--- src/rtl/systolic_input_feeder.sv ---
// systolic_input_feeder: diagonal-skew feeder for the left PE column.
// Tags the first vector of each matrix with a per-row weight switch.
module systolic_input_feeder #(
  parameter int ROWS       = 2,
  parameter int DATA_WIDTH = 16
) (
  input  logic                       clk,
  input  logic                       rst,
  input  logic                       feed_start_in,
  input  logic                       vec_valid_in,
  input  logic                       vec_last_in,
  input  logic [ROWS*DATA_WIDTH-1:0] vec_data_in,
  output logic                       vec_ready_out,
  output logic [ROWS-1:0]            sys_valid_out,
  output logic [ROWS*DATA_WIDTH-1:0] sys_data_out,
  output logic [ROWS-1:0]            sys_switch_out,
  output logic                       feed_busy_out,
  output logic                       feed_done_out
);

  typedef enum logic [1:0] {
    IDLE,
    STREAM,
    DRAIN
  } state_t;

  localparam int CW = (ROWS > 1) ? $clog2(ROWS) : 1;
  localparam logic [CW-1:0] CNT_INIT = CW'(ROWS - 1);

  state_t        state;
  logic          ready_q;
  logic          switch_pending;
  logic [CW-1:0] drain_cnt;
  logic          accept;
  logic          beat_sw;

  assign accept  = vec_valid_in & ready_q;
  assign beat_sw = accept & switch_pending;

  // Stream control: start, accept, last-beat drain countdown.
  always_ff @(posedge clk or negedge rst) begin
    if (!rst) begin
      state          <= IDLE;
      ready_q        <= 1'b0;
      switch_pending <= 1'b0;
      drain_cnt      <= '0;
    end else begin
      unique case (state)
        IDLE: begin
          if (feed_start_in) begin
            state          <= STREAM;
            ready_q        <= 1'b1;
            switch_pending <= 1'b1;
          end
        end
        STREAM: begin
          if (accept) begin
            switch_pending <= 1'b0;
            if (vec_last_in) begin
              state     <= DRAIN;
              ready_q   <= 1'b0;
              drain_cnt <= CNT_INIT;
            end
          end
        end
        DRAIN: begin
          if (drain_cnt == '0) begin
            state <= IDLE;
          end else begin
            drain_cnt <= drain_cnt - 1'b1;
          end
        end
        default: begin
          state   <= IDLE;
          ready_q <= 1'b0;
        end
      endcase
    end
  end

  assign vec_ready_out = ready_q;
  assign feed_busy_out = (state != IDLE);
  assign feed_done_out = (state == DRAIN) && (drain_cnt == '0);

  for (genvar r = 0; r < ROWS; r++) begin : g_row
    logic [r:0]            v_sr;
    logic [r:0]            s_sr;
    logic [DATA_WIDTH-1:0] d_sr [r+1];
    logic [DATA_WIDTH-1:0] d_in;

    assign d_in = accept ? vec_data_in[r*DATA_WIDTH +: DATA_WIDTH] : '0;

    // Row r delay line of r+1 stages; bubbles shift like beats.
    always_ff @(posedge clk or negedge rst) begin
      if (!rst) begin
        v_sr <= '0;
        s_sr <= '0;
        for (int i = 0; i <= r; i++) d_sr[i] <= '0;
      end else begin
        v_sr[0] <= accept;
        s_sr[0] <= beat_sw;
        d_sr[0] <= d_in;
        for (int i = 1; i <= r; i++) begin
          v_sr[i] <= v_sr[i-1];
          s_sr[i] <= s_sr[i-1];
          d_sr[i] <= d_sr[i-1];
        end
      end
    end

    assign sys_valid_out[r]                         = v_sr[r];
    assign sys_switch_out[r]                        = s_sr[r];
    assign sys_data_out[r*DATA_WIDTH +: DATA_WIDTH] = d_sr[r];
  end

endmodule

--- config.mk ---
export PLATFORM = sky130hd
export DESIGN_NAME = systolic_input_feeder
export DESIGN_NICKNAME = d
export VERILOG_FILES = /design/src/rtl/systolic_input_feeder.sv
export SDC_FILE = /design/constraint.sdc
export NUM_CORES = 1
export LEC_CHECK = 0
export CAP_MARGIN = 10
export CORE_UTILIZATION = 40
export CTS_BUF_LIST = sky130_fd_sc_hd__clkbuf_8 sky130_fd_sc_hd__clkbuf_16
export DETAILED_ROUTE_END_ITERATION = 12
export MAX_ROUTING_LAYER = met4
export PLACE_DENSITY = 0.75
export SYNTH_ARGS = -nofsm -noshare
export SYNTH_HDL_FRONTEND = slang
export SYNTH_SLANG_ARGS = --single-unit
--- constraint.sdc ---
create_clock -name clk -period 1.1 [get_ports clk]
set_input_delay 0.275 -clock clk [delete_from_list [all_inputs] [get_ports clk]]
set_output_delay 0.275 -clock clk [all_outputs]
set_load 0.01 [all_outputs]
==> metrics.json <==
{
  "clock_tree": {
    "cts.sinks": 57,
    "cts_htree_levels": 3,
    "numCtsBuffers": 9,
    "clockBufferDepth": 2,
    "cts_root_buffer": "sky130_fd_sc_hd__clkbuf_8",
    "cts_tree": "yes",
    "clk_pin_slew_worst_paths_ps": 60,
    "skew_pair_late_insertion_delay_ps": 320
  },
  "sta": {
    "fin_setup_tns_ps": -607,
    "drv_slew": 0,
    "fin_ws_ps": -295,
    "timing_worst_slew_pin_value_ps": 292,
    "grt_setup_unrepaired": "yes",
    "final-hold-violation-count": 0,
    "slew_headroom_pct": 80.5,
    "max_freq_mhz": 717,
    "setup_viol": 7,
    "finClkSkew_ps": 4.04,
    "fin_crit_ps": 1390,
    "min_period_over_period_pct": 127
  },
  "worst_setup_path": {
    "worst-path-max-fanout": 6,
    "path_class": "reg -> out",
    "timing.critical_path.required_ps": 820,
    "critical_path.top_delay_family": "flip-flops",
    "critical_path_buf_inv_count": 1,
    "timing.critical_path.slowest_stage_cell": "sky130_fd_sc_hd__dfrtp_2",
    "cp.arrival_ps": 1120,
    "start_kind": "flip-flop",
    "critPathMaxStageDelay_ps": 440,
    "endpoint_kind": "primary output",
    "path_cells": "or2_4, buf_6"
  },
  "logic_synthesis": {
    "synth.distinct_cells": 17,
    "avgSynthCellArea_um2": 14.1,
    "netlist_area_mm2": 0.00190,
    "syn-num-nets": 172,
    "postSynthCellCount": 135,
    "yosys_warnings": 0,
    "yosys_register_bits": 57,
    "synth.yosys.seq_area_share_pct": 75.0
  },
  "die": {
    "die-height_um": 71.0,
    "core_region_area_mm2": 0.00447,
    "std_cell_rows": 24,
    "die_outline_area_mm2": 0.00503,
    "pin_count": 76,
    "die-width_um": 71.0,
    "starting_density_of_the_core_pct": 42.5
  },
  "place": {
    "gp_routability_congestion": 0.768,
    "dp_worst_setup_slack_ps": -388,
    "place_hpwl_mm": 2.41,
    "dp_cells": 243,
    "io_buffers": 75
  },
  "final_layout": {
    "layoutNonFillerInstCount": 261,
    "fillers": 344,
    "layout.nets": 242,
    "final_util_pct": 60.5,
    "num_antenna_cells": 0,
    "syn_to_final_growth_pct": 42.4,
    "share_of_layout_cells_above_drive_strength_1_pct": 33.0
  },
  "routing": {
    "routed-via-count": 1263,
    "detail_route.iter0.violations": 82,
    "postRouteWirelength_mm": 3.83,
    "route.detailed.wl_per_inst_um": 14.7,
    "drc": 6,
    "vias_per_cell": 4.84,
    "route.antenna.remaining_nets": 0,
    "drt_pre_antenna_iters": 8
  },
  "outcome": {
    "run_status": "finished with violations",
    "failed_checks": "DRC, setup timing"
  },
  "grt": {
    "track_usage_pct": 17.0,
    "antenna_found_initial": 0,
    "grt_pass1_vias": 1315,
    "grt_start_max_net_pins": 58,
    "wire_length_of_the_first_global_routing_pass_mm": 6.03,
    "gr-total-overflow": 0
  },
  "flow_run": {
    "timing.max_cap.violations": 0
  },
  "power_and_ir_drop": {
    "vdd_ir_drop_max_mv": 1.33,
    "cellLeakagePower_uw": 0.00149,
    "power_density_mw_per_mm2": 2190,
    "post-layout-total-power_uw": 5940
  },
  "hold_path": {
    "hold_path.class": "reg -> reg"
  }
}
==> registers in the layout, summed over array words and instances, names as in the netlist <==
signal / flops
drain_cnt: 1
g_row.d_sr: 32
g_row.s_sr: 2
g_row.v_sr: 2
state: 2
switch_pending: 1
sys_data_out: 16
vec_ready_out: 1
==> timing repair <==
item | 4_1_cts | 5_1_grt
hold buffers | 1 | 0
endpoints found under the hold margin | 57 | 0
pin swaps | 1 | 0
buffers inserted | 0 | 1
setup endpoints to repair | 43 | 43
gates resized for setup | 164 | 7
cloned | 0 | 1
==> placed cells by master, fill, tap and decap left out, drive strengths merged <==
cell,synthesis,final
nor3,1,1
dlygate4sd3,0,1
clkbuf,5,12
a311oi,1,1
or2,1,1
and3,33,33
dfrtp,57,57
nand4,1,1
buf,20,47
inv,2,3
clkinv,0,2
bufinv,0,1
nand2,4,4
clkdlybuf4s50,0,35
nor2,3,3
nor2b,1,1
o21ai,5,5
nand3,1,1
==> cell families after synthesis <==
| logic type | count (synthesis) | synth area share, % |
|---|---|---|
| buffers and inverters | 27 | 9.34 |
| flip-flops | 57 | 75.0 |
| AND/OR/NAND/NOR | 45 | 13.9 |
| AO/OA/AOI/OAI | 6 | 1.78 |
==> where the power goes <==
group / internal, uW / switching, uW
logic: 748 / 669
registers: 2490 / 177
clock network: 1140 / 723
==> cell usage after synthesis <==
master / number / area share, %
sky130_fd_sc_hd__a311oi_1: 1 / 0.46
sky130_fd_sc_hd__and3_1: 33 / 11
sky130_fd_sc_hd__buf_2: 2 / 0.53
sky130_fd_sc_hd__buf_4: 18 / 7.1
sky130_fd_sc_hd__clkbuf_2: 5 / 1.3
sky130_fd_sc_hd__dfrtp_1: 57 / 75
sky130_fd_sc_hd__inv_1: 1 / 0.20
sky130_fd_sc_hd__inv_2: 1 / 0.20
sky130_fd_sc_hd__nand2_1: 3 / 0.59
sky130_fd_sc_hd__nand2_2: 1 / 0.33
sky130_fd_sc_hd__nand3_1: 1 / 0.26
sky130_fd_sc_hd__nand4_1: 1 / 0.33
sky130_fd_sc_hd__nor2_1: 3 / 0.59
sky130_fd_sc_hd__nor2b_1: 1 / 0.33
sky130_fd_sc_hd__nor3_1: 1 / 0.26
sky130_fd_sc_hd__o21ai_0: 5 / 1.3
sky130_fd_sc_hd__or2_2: 1 / 0.33
==> path summary, 6_finish.rpt <==
kind,start,to,slack (ps),depth (start not counted)
worst min register to register,g_row[1].d_sr[22]$_DFF_PN0_,sys_data_out[22]$_DFF_PN0_,350,0
max in group asynchronous,rst,vec_ready_out$_DFFE_PN0P_,350,3
worst min-delay path,g_row[1].d_sr[22]$_DFF_PN0_,sys_data_out[22]$_DFF_PN0_,350,0
worst max-delay path,state[1]$_DFFE_PN0P_,feed_busy_out,-290,2
min in group asynchronous,rst,sys_data_out[16]$_DFF_PN0_,490,3
worst max register to register,vec_ready_out$_DFFE_PN0P_,state[0]$_DFFE_PN0P_,20,4
==> final cells by class <==
class | count | area, um2 | area share [%]
clock buffers | 11 | 151 | 5.59
clock inverters | 4 | 43.8 | 1.62
inverters | 2 | 7.51 | 0.277
multi-input cells | 51 | 305 | 11.3
flip-flops and latches | 57 | 1430 | 52.7
well taps | 52 | 65.1 | 2.40
repair buffers | 84 | 707 | 26.1
==> metrics by stage <==
stage | hold WS [ps] | instance area [um2]
5_1_grt | 357 | 2710
2_1_floorplan | -20.6 | 1900
3_3_place_gp | 287 | 2600
6_report | 346 | 2710
3_5_place_dp | 296 | 2600
4_1_cts | 349 | 2650
==> per-layer routing <==
layer / vias up / global-route usage [%] / part of all wire, %
met3: 9 / 5.41 / 8.1
met5: - / - / 0
met2: 63 / 27.1 / 50
met4: 0 / 9.33 / 2.2
met1: 624 / 19.0 / 39
li1: 567 / - / -
No activity file was read; power rests on OpenSTA's default activity.
